`config.mk`:
```
export PLATFORM = sky130hd
export DESIGN_NAME = pixel_state
export DESIGN_NICKNAME = d
export VERILOG_FILES = /design/src/rtl/pixel_state.sv
export SDC_FILE = /design/constraint.sdc
export NUM_CORES = 1
export LEC_CHECK = 0
export BUFFER_PORTS_ARGS = -buffer_cell sky130_fd_sc_hd__buf_4
export CELL_PAD_IN_SITES_DETAIL_PLACEMENT = 1
export CELL_PAD_IN_SITES_GLOBAL_PLACEMENT = 1
export CORE_UTILIZATION = 31
export CTS_BUF_LIST = sky130_fd_sc_hd__clkbuf_4
export CTS_CLUSTER_DIAMETER = 120
export DETAILED_ROUTE_END_ITERATION = 6
export GPL_TIMING_DRIVEN = 0
export PLACE_DENSITY_LB_ADDON = 0.15
export SYNTH_ARGS = -nofsm -noshare
export SYNTH_HDL_FRONTEND = slang
export SYNTH_SLANG_ARGS = --single-unit
```
`constraint.sdc`:
```
create_clock -name clk -period 2.19 [get_ports clk]
set_input_delay 0.3285 -clock clk [delete_from_list [all_inputs] [get_ports clk]]
set_output_delay 0.3285 -clock clk [all_outputs]
set_load 0.03 [all_outputs]
```
`src/rtl/pixel_state.sv`:
```
// pixel_state: free-running frame sequencer for the pixel-sensor array.
// Cycles IDLE -> ERASE -> EXPOSE -> CONVERT -> READ -> IDLE, driving one-hot
// strobes, the CONVERT ramp count and a frame-done pulse.
// Optional macro PIXEL_STATE_FRAME_CNT_EN adds a 16-bit frame_count output.
module pixel_state #(
  parameter int unsigned C_IDLE    = 2,
  parameter int unsigned C_ERASE   = 5,
  parameter int unsigned C_EXPOSE  = 255,
  parameter int unsigned C_CONVERT = 255,
  parameter int unsigned C_READ    = 5,
  parameter int unsigned RAMP_W    = 8,
  parameter int unsigned CNT_W     = 16
) (
  input  logic              clk,
  input  logic              reset,
  output logic              erase,
  output logic              read,
  output logic              expose,
  output logic              convert,
  output logic [RAMP_W-1:0] ramp_count,
  output logic              frame_done
`ifdef PIXEL_STATE_FRAME_CNT_EN
  ,
  output logic [15:0]       frame_count
`endif
);

  typedef enum logic [2:0] {
    S_IDLE,
    S_ERASE,
    S_EXPOSE,
    S_CONVERT,
    S_READ
  } state_t;

  // Zero durations have no meaningful encoding; stop at elaboration.
  if (C_IDLE == 0 || C_ERASE == 0 || C_EXPOSE == 0 || C_CONVERT == 0 || C_READ == 0) begin : g_param_chk
    $fatal(1, "pixel_state: state duration parameters must be >= 1");
  end

  localparam logic [CNT_W-1:0] L_IDLE    = CNT_W'(C_IDLE - 1);
  localparam logic [CNT_W-1:0] L_ERASE   = CNT_W'(C_ERASE - 1);
  localparam logic [CNT_W-1:0] L_EXPOSE  = CNT_W'(C_EXPOSE - 1);
  localparam logic [CNT_W-1:0] L_CONVERT = CNT_W'(C_CONVERT - 1);
  localparam logic [CNT_W-1:0] L_READ    = CNT_W'(C_READ - 1);

  state_t           state;
  state_t           state_nxt;
  logic [CNT_W-1:0] cnt;
  logic             last;

  // Next-state decode: leave a state on its final counted cycle.
  always_comb begin
    state_nxt = state;
    last      = 1'b0;
    unique case (state)
      S_IDLE: begin
        last = (cnt == L_IDLE);
        if (last) state_nxt = S_ERASE;
      end
      S_ERASE: begin
        last = (cnt == L_ERASE);
        if (last) state_nxt = S_EXPOSE;
      end
      S_EXPOSE: begin
        last = (cnt == L_EXPOSE);
        if (last) state_nxt = S_CONVERT;
      end
      S_CONVERT: begin
        last = (cnt == L_CONVERT);
        if (last) state_nxt = S_READ;
      end
      S_READ: begin
        last = (cnt == L_READ);
        if (last) state_nxt = S_IDLE;
      end
      default: begin
        last      = 1'b1;
        state_nxt = S_IDLE;
      end
    endcase
  end

  // State, duration counter and registered outputs. Strobes are loaded from
  // the next state so they coincide with the state register, not lag it.
  always_ff @(posedge clk) begin
    if (reset) begin
      state      <= S_IDLE;
      cnt        <= '0;
      erase      <= 1'b0;
      expose     <= 1'b0;
      convert    <= 1'b0;
      read       <= 1'b0;
      ramp_count <= '0;
      frame_done <= 1'b0;
    end else begin
      state      <= state_nxt;
      cnt        <= last ? '0 : cnt + CNT_W'(1);
      erase      <= (state_nxt == S_ERASE);
      expose     <= (state_nxt == S_EXPOSE);
      convert    <= (state_nxt == S_CONVERT);
      read       <= (state_nxt == S_READ);
      frame_done <= (state == S_READ) && last;
      if (state_nxt != S_CONVERT || state != S_CONVERT) begin
        ramp_count <= '0;
      end else if (ramp_count != '1) begin
        ramp_count <= ramp_count + RAMP_W'(1);
      end
    end
  end

`ifdef PIXEL_STATE_FRAME_CNT_EN
  // Completed-frame counter, stepping with the READ->IDLE transition.
  always_ff @(posedge clk) begin
    if (reset) begin
      frame_count <= '0;
    end else if (state == S_READ && last) begin
      frame_count <= frame_count + 16'd1;
    end
  end
`endif

endmodule

```
* Word-level counts from Yosys, hierarchy flattened
Index checks and enable logic that the tools add are counted. Widths: inputs -> output; s select.
Word-level totals: output and inout bits 13, flip-flop bits (word level) 32, input bits 2
Operators by class: add/sub/neg operators 2, eq/ne operators 14, muxes and demuxes 7, reductions and logical operators 7
Operator list (number):
- $add 16x1->16 const B | 1
- $eq 16x1->1 const B | 1
- $eq 16x3->1 const B | 1
- $eq 16x8->1 const B | 1
- $mux 3 | 5
- $pmux 3 s5 | 1
- $eq 3x2->1 const B | 4
- $add 8x1->8 const B | 1
- $ne 8x8->1 const B | 1
- $reduce_or 2->1 | 4
- $eq 3x1->1 const B | 2
- $eq 3x3->1 const B | 2
- $ne 3x2->1 const B | 2
- $logic_not 3->1 | 1
- $pmux 1 s3 | 1
- $logic_and 1x1->1 | 1
- $logic_or 1x1->1 | 1

* Longest topological paths before layout
Gate-level depths: netlist (run 1).
depth after elaboration 6, gate-level depth with buffers 9

* Least setup slack after synthesis (run 1)
No wires, ideal clock.
kind reg-to-reg, start point register cnt[0], end point register ramp_count[6], arrival 1839 ps, setup time 73 ps, path slack 278 ps, data required time 2117 ps, stages on the path, launching flop included 9, buffers on the path 2, period minus slack after synthesis 1912 ps, path through dfxtp_1 > inv_1 > ha_1 > and3_1 > and4_1 > buf_6 > or4b_4 > buf_6 > nor3_4
Between the ends: word-level cells in the longest chain between the ends 6, elaborated cells on any way between the ends 12, those cells by class eq/ne (4); mux (6); reduce/logical (2)
Ends and longest elaborated chain:
- from (decl) | line 49 | logic [CNT_W-1:0] cnt;
- from (signal assigned) | line 98 | cnt <= last ? '0 : cnt + CNT_W'(1);
- $eq 16x3->1 (tied with other cells) | line 62, 74
- $mux 3 (on tied branches)
- $pmux 3 s5 * | line 56 | unique case (state)
- $ne 3x2->1 * | line 104 | if (state_nxt != S_CONVERT || state != S_CONVERT) begin
- $logic_or 1x1->1 * | line 104
- $reduce_or 2->1 (no source line) *
- to (signal assigned) | line 107 | ramp_count <= ramp_count + RAMP_W'(1);
- to (decl) | line 20 | output logic [RAMP_W-1:0] ramp_count,
Mark *: on every way between the ends. The rest lies on a longest branch, timed or not. A chain may end at the register's enable or synchronous reset.

* Worst setup path in the final report (run 1)
Ends and elaborated chain as after synthesis.

==> metrics.txt, run 1 <==
Slew headroom 69.9%; first-pass GRT wire length 5.60 mm; final setup margin 0.126 ns; Die H 72.1 um; register bit total from synthesis 32; Placed Cells 255; R2R Setup Slk 0.13 ns; share of layout cells above drive strength 1 17.9%; P&R area growth vs syn 16.3%; Req. time, crit path 2.46 ns; final RePlAce weighted congestion 0.758; post-synth cell types 35; Hold Path Class in -> reg; sequential cell area fraction in the yosys report 42.1%; clock root cell clkbuf_4; fin. max-slew vios 0; Ports 15; fin cells 263; period utilization 94.2%; post-CTS sizing 1; via count 1275; fin crit period 2.06 ns; yosys warns 0; Mapped Nets 182; synthesized netlist cell count 175; P per Cell Area 627 nW/um2; WL met1 1.48 mm; Post-CTS Setup Bufs 0; post-synthesis cell area 1520 um2; CTS tree built; status complete, no violations; Total Nets Final 202; WL final 3.26 mm; gr usage total 13.9%; top routing layer used met4; Critical Path Fanout Max 8; final hold vios 0; port bufs 13; crit path from cnt[0]; post-synth top area share 42.1%; max capacitance violation total 0; Max Buffers Root-to-Sink 2; Avg Cell Area, Syn 8.69 um2; f_max 485 MHz; Clock transition at path regs 0.11 ns; Crit. End Element register; DRT Pass-1 Iters 4; vias in the first global route 1232; metal2 WL 1.59 mm; Yosys top cell by area dfxtp_1; P_leak 0.643 nW; Initial Util 32.2%; Vias/cell 4.85; largest net degree at the start of global routing 11; CTS H-tree depth 2; Routed WL per cell 12.4 um; Residual DRC 0; worst skew pair latency 0.33 ns; Final HPWL DP 2.51 mm; clk sinks 32; worst hold path startpoint reset; Die Area 5190 um2; Arr. time, crit path 2.33 ns; metal3 WL 113 um; final setup fails 0; VDD IR max 0.000221 V; Synth area leaders dfxtp_1 (42%), nor2_1 (9.1%), xnor2_1 (5.2%), xor2_1 (5.2%), ha_1 (4.1%); hold_buf cts 0; Inserted Diodes 0; total gr overflow 0; Rows 25; DRT iter0 DRCs 60; Die Wd 72.1 um; critical path class reg -> reg; antenna-violating nets left 0; CTS Buf Count 5; RR Startpoint cnt[0]; dpl ws -0.0137 ns; hold_ws 0.387 ns; initial antenna violation count 0; Setup crit start kind register; Worst-Margin Slew 0.448 ns; area of the core 4720 um2; clock skew 0.0117 ns; RSZ-0062 raised after global routing false
-- cells in the final DEF (no fill, tap or decap), drive strengths merged, types with 2 or more instances in the layout --
cell type,synthesis,layout
nor2,37,37
or2,2,2
and3,3,3
nand2b,2,2
inv,5,5
xnor2,9,9
xor2,9,9
buf,4,17
and4,4,4
o21ai,4,4
nand4,7,7
nor3,9,9
nor4,2,2
clkbuf,4,9
nand3,12,12
dfxtp,32,32
nand2,11,11
ha,5,5
clkinv,0,3
-- final cells by class --
type | instances | area, um2
clock buffers | 5 | 37.5
flip-flops and latches | 32 | 641
well taps | 67 | 83.8
plain buffers | 8 | 53.8
fillers | 569 | 2950
inverters | 5 | 18.8
multi-input cells | 130 | 823
clock inverters | 3 | 13.8
repair buffers | 13 | 97.6
-- sequential cells by signal, indices dropped and copies added (netlist names) --
register	flops
cnt	16
ramp_count	8
state	3
convert	1
erase	1
expose	1
frame_done	1
read	1
-- path summary, 6_finish.rpt --
path | to | cells after the start
worst max register to register | ramp_count[6] | 8
worst min register to register | cnt[0] | 1
worst max-delay path | ramp_count[6] | 8
worst min-delay path | read | 2
-- cells in the mapped netlist (all sizes together) --
master	number
a31oi	1
nor2b	1
xor2	9
inv	5
and2	1
nand4	7
nor3	9
nand2b	2
nor4	2
xnor2	9
o32ai	1
a2111oi	1
and3	3
nor2	37
nor4bb	1
nor3b	1
a221oi	1
and4	4
o21ba	1
nand3	12
nand2	11
a211oi	1
mux2i	1
a2bb2oi	1
or4b	1
o21ai	4
ha	5
clkbuf	4
dfxtp	32
or2	2
buf	4
or3b	1
-- power breakdown --
group | internal, W | total [W] | switching [W]
logic | 0.0000680 | 0.000170 | 0.000102
registers | 0.000603 | 0.000620 | 0.0000169
clock network | 0.000118 | 0.000320 | 0.000203
total | 0.000789 | 0.00111 | 0.000321
-- cell families (layout without fill, tap and decap cells) --
| family | count (synthesis) | after routing | synth area share, % |
|---|---|---|---|
| buffers and inverters | 13 | 34 | 4.77 |
| AND/OR/NAND/NOR | 95 | 95 | 32.0 |
| multiplexers | 1 | 1 | 0.658 |
| XOR/XNOR | 18 | 18 | 10.4 |
| adder cells (fa/ha/maj) | 5 | 5 | 4.11 |
| AO/OA/AOI/OAI | 11 | 11 | 6.00 |
| flip-flops | 32 | 32 | 42.1 |
-- through the flow --
stage | util, % | total power, W | TNS [ns] | instance area (um2)
after global routing | 37.5 | 0.00118 | 0 | 1770
final | 37.5 | 0.00111 | 0 | 1770
after detailed placement | 36.1 | 0.000804 | -0.0463 | 1700
after CTS | 37.3 | 0.00113 | 0 | 1760
after global placement | 36.1 | 0.000797 | 0 | 1700
after floorplan | - | 0.000757 | 0 | 1520
-- critical path: stages (launching register included) --
cell     delay [ns]
dfxtp_1        0.41
inv_1          0.08
ha_1           0.20
and3_1         0.14
and4_1         0.21
buf_6          0.13
or4b_4         0.51
buf_6          0.16
nor3_4         0.16
-- per-layer routing --
metal / vias to the layer above / global-route usage [%]
li1: 639 / -
met1: 606 / 16.7
met2: 21 / 22.6
met3: 9 / 3.75
met4: 0 / 7.84
met5: - / 0
Note: power is estimated with default switching activity, not from simulation.
==> run 2: changes to the inputs <==
Settings changed: CTS_BUF_LIST sky130_fd_sc_hd__clkbuf_4 to sky130_fd_sc_hd__clkbuf_16.
==> metrics.txt, run 2 (synthesized netlist as in run 1, its figures left out) <==
status complete, no violations; worst path cell trace inv_1 > ha_1 > and3_1 > and4_1 > buf_6 > or4b_4 > buf_6 > nor3_4; DRT Pass-1 Iters 4; crit-path max cell delay 0.51 ns; critical path class reg -> reg; clock skew 0.00535 ns; CP max stage cell or4b_4; dpl ws -0.0137 ns; Total Nets Final 202; worst skew pair latency 0.27 ns; total power 0.00144 W; fin crit period 2.05 ns; Fill cells 557; register area 641 um2; largest net degree at the start of global routing 11; Vias/cell 4.81; Clk pwr share 45.1%; DRT iter0 DRCs 38; P_leak 0.682 nW; TNS Setup 0 ns; Setup crit start kind register; Arr. time, crit path 2.25 ns; gr usage total 14.2%; Top reg by flops cnt; VDD IR max 0.000339 V; final setup margin 0.141 ns; port bufs 13; Crit path max-delay family simple AND/OR/NAND/NOR gates; CTS H-tree depth 2; Die Area 5190 um2; Worst-Margin Slew 0.480 ns; final setup fails 0; fin. max-slew vios 0; Final HPWL DP 2.51 mm; area of the core 4720 um2; biggest regs cnt: 16 flops, ramp_count: 8 flops, state: 3 flops; Logic pwr share 11.8%; antenna-violating nets left 0; worst hold path startpoint reset; clk sinks 32; Req. time, crit path 2.39 ns; Crit. End Element register; crit path from cnt[0]; Ports 15; WP buf/inv 3; clock root cell clkbuf_16; RSZ-0062 raised after global routing false; Net Sw Frac 24.8%; most common cell after layout, fill and taps aside nor2_1; Die Wd 72.1 um; Psw 0.000357 W; Slew headroom 67.7%; first-pass GRT wire length 5.67 mm; via count 1266; Routed WL per cell 12.6 um; Clock transition at path regs 0.05 ns; Reg power frac 43.1%; Residual DRC 0; max reg flops 16; P per Cell Area 776 nW/um2; P&R area growth vs syn 22.0%; commonest cells after routing, fill and taps aside nor2_1 (37), dfxtp_1 (32), buf_4 (13); Inserted Diodes 0; initial antenna violation count 0; period utilization 93.6%; Die H 72.1 um; Max Buffers Root-to-Sink 2; share of layout cells above drive strength 1 17.9%; RR Startpoint cnt[0]; CTS tree built; Initial Util 32.2%; max capacitance violation total 0; Hold Path Class in -> reg; final RePlAce weighted congestion 0.758; final hold vios 0; Critical Path Fanout Max 8; CP dominant cell by count buf_6; vias in the first global route 1235; Int Pwr 0.00108 W; CTS Buf Count 5; f_max 488 MHz; multi-input logic area 823 um2; WL final 3.32 mm; Rows 25; total gr overflow 0
-- run 2: final cells by class --
cell class,instances,share of cell area (%)
multi-input cells,130,44.3
flip-flops and latches,32,34.5
clock buffers,5,6.74
repair buffers,13,5.26
well taps,67,4.51
plain buffers,8,2.90
inverters,5,1.01
clock inverters,3,0.741
-- run 2: repair_timing --
action                     in CTS  in global routing
resized for setup               1                  2
setup endpoints to repair      10                 10
hold buffers                    0                  0
setup buffers                   0                  0
-- run 2: metrics by stage --
stage               cell area [um2]  util (%)  instances  hold WS [ns]
detailed placement             1700      36.1        255         0.473
CTS                            1850      39.1        263         0.448
global placement               1700      36.1        255         0.458
floorplan                      1520         -        175         0.440
finish                         1860      39.3        263         0.447
global route                   1860      39.3        263         0.500
-- run 2: metal layers --
metal / vias to the layer above / global-route usage, % / routed length, um / part of all wire, %
li1: 641 / - / - / -
met1: 597 / 16.8 / 1510 / 46
met2: 22 / 22.9 / 1620 / 49
met3: 6 / 5.42 / 120 / 3.6
met4: 0 / 6.75 / 64 / 1.9
met5: - / 0 / 0 / 0
-- run 2: worst paths after layout --
| check | end | slack, ns | cells past startpoint |
|---|---|---|---|
| min | read | 0.45 | 2 |
| min reg2reg | cnt[0] | 0.48 | 1 |
| max | ramp_count[6] | 0.14 | 8 |
| max reg2reg | ramp_count[6] | 0.14 | 8 |
-- run 2: power groups by stage --
stage,registers [W],clock network (W),logic [W]
2_1_floorplan,0.000640,0,0.000117
3_3_place_gp,0.000632,0,0.000165
3_5_place_dp,0.000634,0,0.000170
4_1_cts,0.000622,0.000671,0.000171
5_1_grt,0.000623,0.000707,0.000192
6_report,0.000621,0.000650,0.000170
==> run 3: changes to the inputs <==
Settings changed: CAP_MARGIN from default to 10, CORE_UTILIZATION 31 to 30.
==> metrics.txt, run 3 (synthesized netlist as in run 1, its figures left out) <==
gr usage total 15.0%; Net Sw Frac 24.8%; fin. max-slew vios 0; Inserted Diodes 0; CTS Buf Count 5; status complete, no violations; multi-input logic area 823 um2; f_max 497 MHz; TNS Setup 0 ns; Top reg by flops cnt; biggest regs cnt: 16 flops, ramp_count: 8 flops, state: 3 flops; Routed WL per cell 13.0 um; Die Area 5360 um2; Fill cells 581; first-pass GRT wire length 5.96 mm; clock root cell clkbuf_16; Logic pwr share 11.8%; CTS H-tree depth 2; P_leak 0.681 nW; Max Buffers Root-to-Sink 2; VDD IR max 0.000340 V; largest net degree at the start of global routing 11; max reg flops 16; P&R area growth vs syn 21.7%; Setup crit start kind register; via count 1262; antenna-violating nets left 0; final hold vios 0; hold_buf cts 0; worst hold path startpoint reset; Total Nets Final 202; Reg power frac 43.3%; period utilization 91.9%; R2R Setup Slk 0.18 ns; port bufs 13; Arr. time, crit path 2.22 ns; clock skew 0.00486 ns; Clock transition at path regs 0.05 ns; DRT iter0 DRCs 39; register area 641 um2; clk sinks 32; commonest cells after routing, fill and taps aside nor2_1 (37), dfxtp_1 (32), buf_4 (13); Hold Path Class in -> reg; Clk pwr share 44.8%; DRT Pass-1 Iters 4; final RePlAce weighted congestion 0.711; fin crit period 2.01 ns; CTS tree built; total gr overflow 0; RSZ-0062 raised after global routing false; Req. time, crit path 2.40 ns; final setup fails 0; Die H 73.2 um; worst skew pair latency 0.28 ns; share of layout cells above drive strength 1 17.4%; Slew headroom 67.9%; critical path class reg -> reg; Final HPWL DP 2.44 mm; CP max stage cell or4b_4; Worst-Margin Slew 0.482 ns; crit path from cnt[0]; initial antenna violation count 0; Crit. End Element register; Residual DRC 0; WL final 3.41 mm; most common cell after layout, fill and taps aside nor2_1; Ports 15; vias in the first global route 1276; area of the core 4790 um2; crit-path max cell delay 0.51 ns; Int Pwr 0.00108 W; max capacitance violation total 0; Post-CTS Setup Bufs 0; Die Wd 73.2 um; Critical Path Fanout Max 8; RR Startpoint cnt[0]; fin util 38.7%; Psw 0.000357 W; Vias/cell 4.82; Rows 25; worst path cell trace inv_1 > ha_1 > and3_1 > and4_1 > buf_6 > or4b_4 > buf_6 > nor3_4; CP dominant cell by count buf_6; Initial Util 31.8%; P per Cell Area 776 nW/um2
## run 3: stage by stage
step / area (um2) / hold WS (ns) / cells / worst slack (ns) / power (W)
after floorplan: 1520 / 0.440 / 175 / 0.278 / 0.000757
after CTS: 1840 / 0.455 / 262 / 0.0853 / 0.00147
after global placement: 1700 / 0.462 / 255 / 0.107 / 0.000798
after detailed placement: 1700 / 0.475 / 255 / 0.0874 / 0.000806
after global routing: 1850 / 0.496 / 262 / 0.0463 / 0.00151
final: 1850 / 0.456 / 262 / 0.177 / 0.00144
## run 3: per-layer routing
metal | GRT usage [%] | wire length [um] | part of all wire [%]
met1 | 18.1 | 1570 | 46
met2 | 24.0 | 1640 | 48
met3 | 4.97 | 128 | 3.8
met4 | 7.19 | 72 | 2.1
met5 | 0 | 0 | 0
## run 3: critical path, delay by kind of cell (launching register included)
| kind | cells | cell delay [ns] |
|---|---|---|
| AND/OR/NAND/NOR | 4 | 1.00 |
| flip-flops | 1 | 0.38 |
| buffers and inverters | 3 | 0.36 |
| adder cells (fa/ha/maj) | 1 | 0.20 |
## run 3: area by class of cell
type                            count  area share [%]
Buffer                              8            2.91
Tap cell                           67            4.53
Timing Repair Buffer               13            5.27
Multi-Input combinational cell    130            44.5
Inverter                            5            1.01
Sequential cell                    32            34.6
Clock buffer                        5            6.76
Clock inverter                      2           0.473
## run 3: power by group through the flow
stage	combinational, W	sequential (W)	clock, W
finish	0.000170	0.000622	0.000644
global placement	0.000165	0.000633	0
CTS	0.000173	0.000622	0.000670
floorplan	0.000117	0.000640	0
global route	0.000192	0.000626	0.000690
detailed placement	0.000172	0.000634	0
## run 3: what timing repair did
action / in CTS / in global routing
resized for setup: 0 / 3
hold endpoints to repair: 0 / 0
endpoints found under the setup margin: 0 / 11
## run 3: final timing paths
path / cells after the start / to
hold reg to reg: 1 / cnt[0]
setup reg to reg: 8 / ramp_count[6]
setup / recovery: 8 / ramp_count[6]
hold / removal: 2 / state[2]
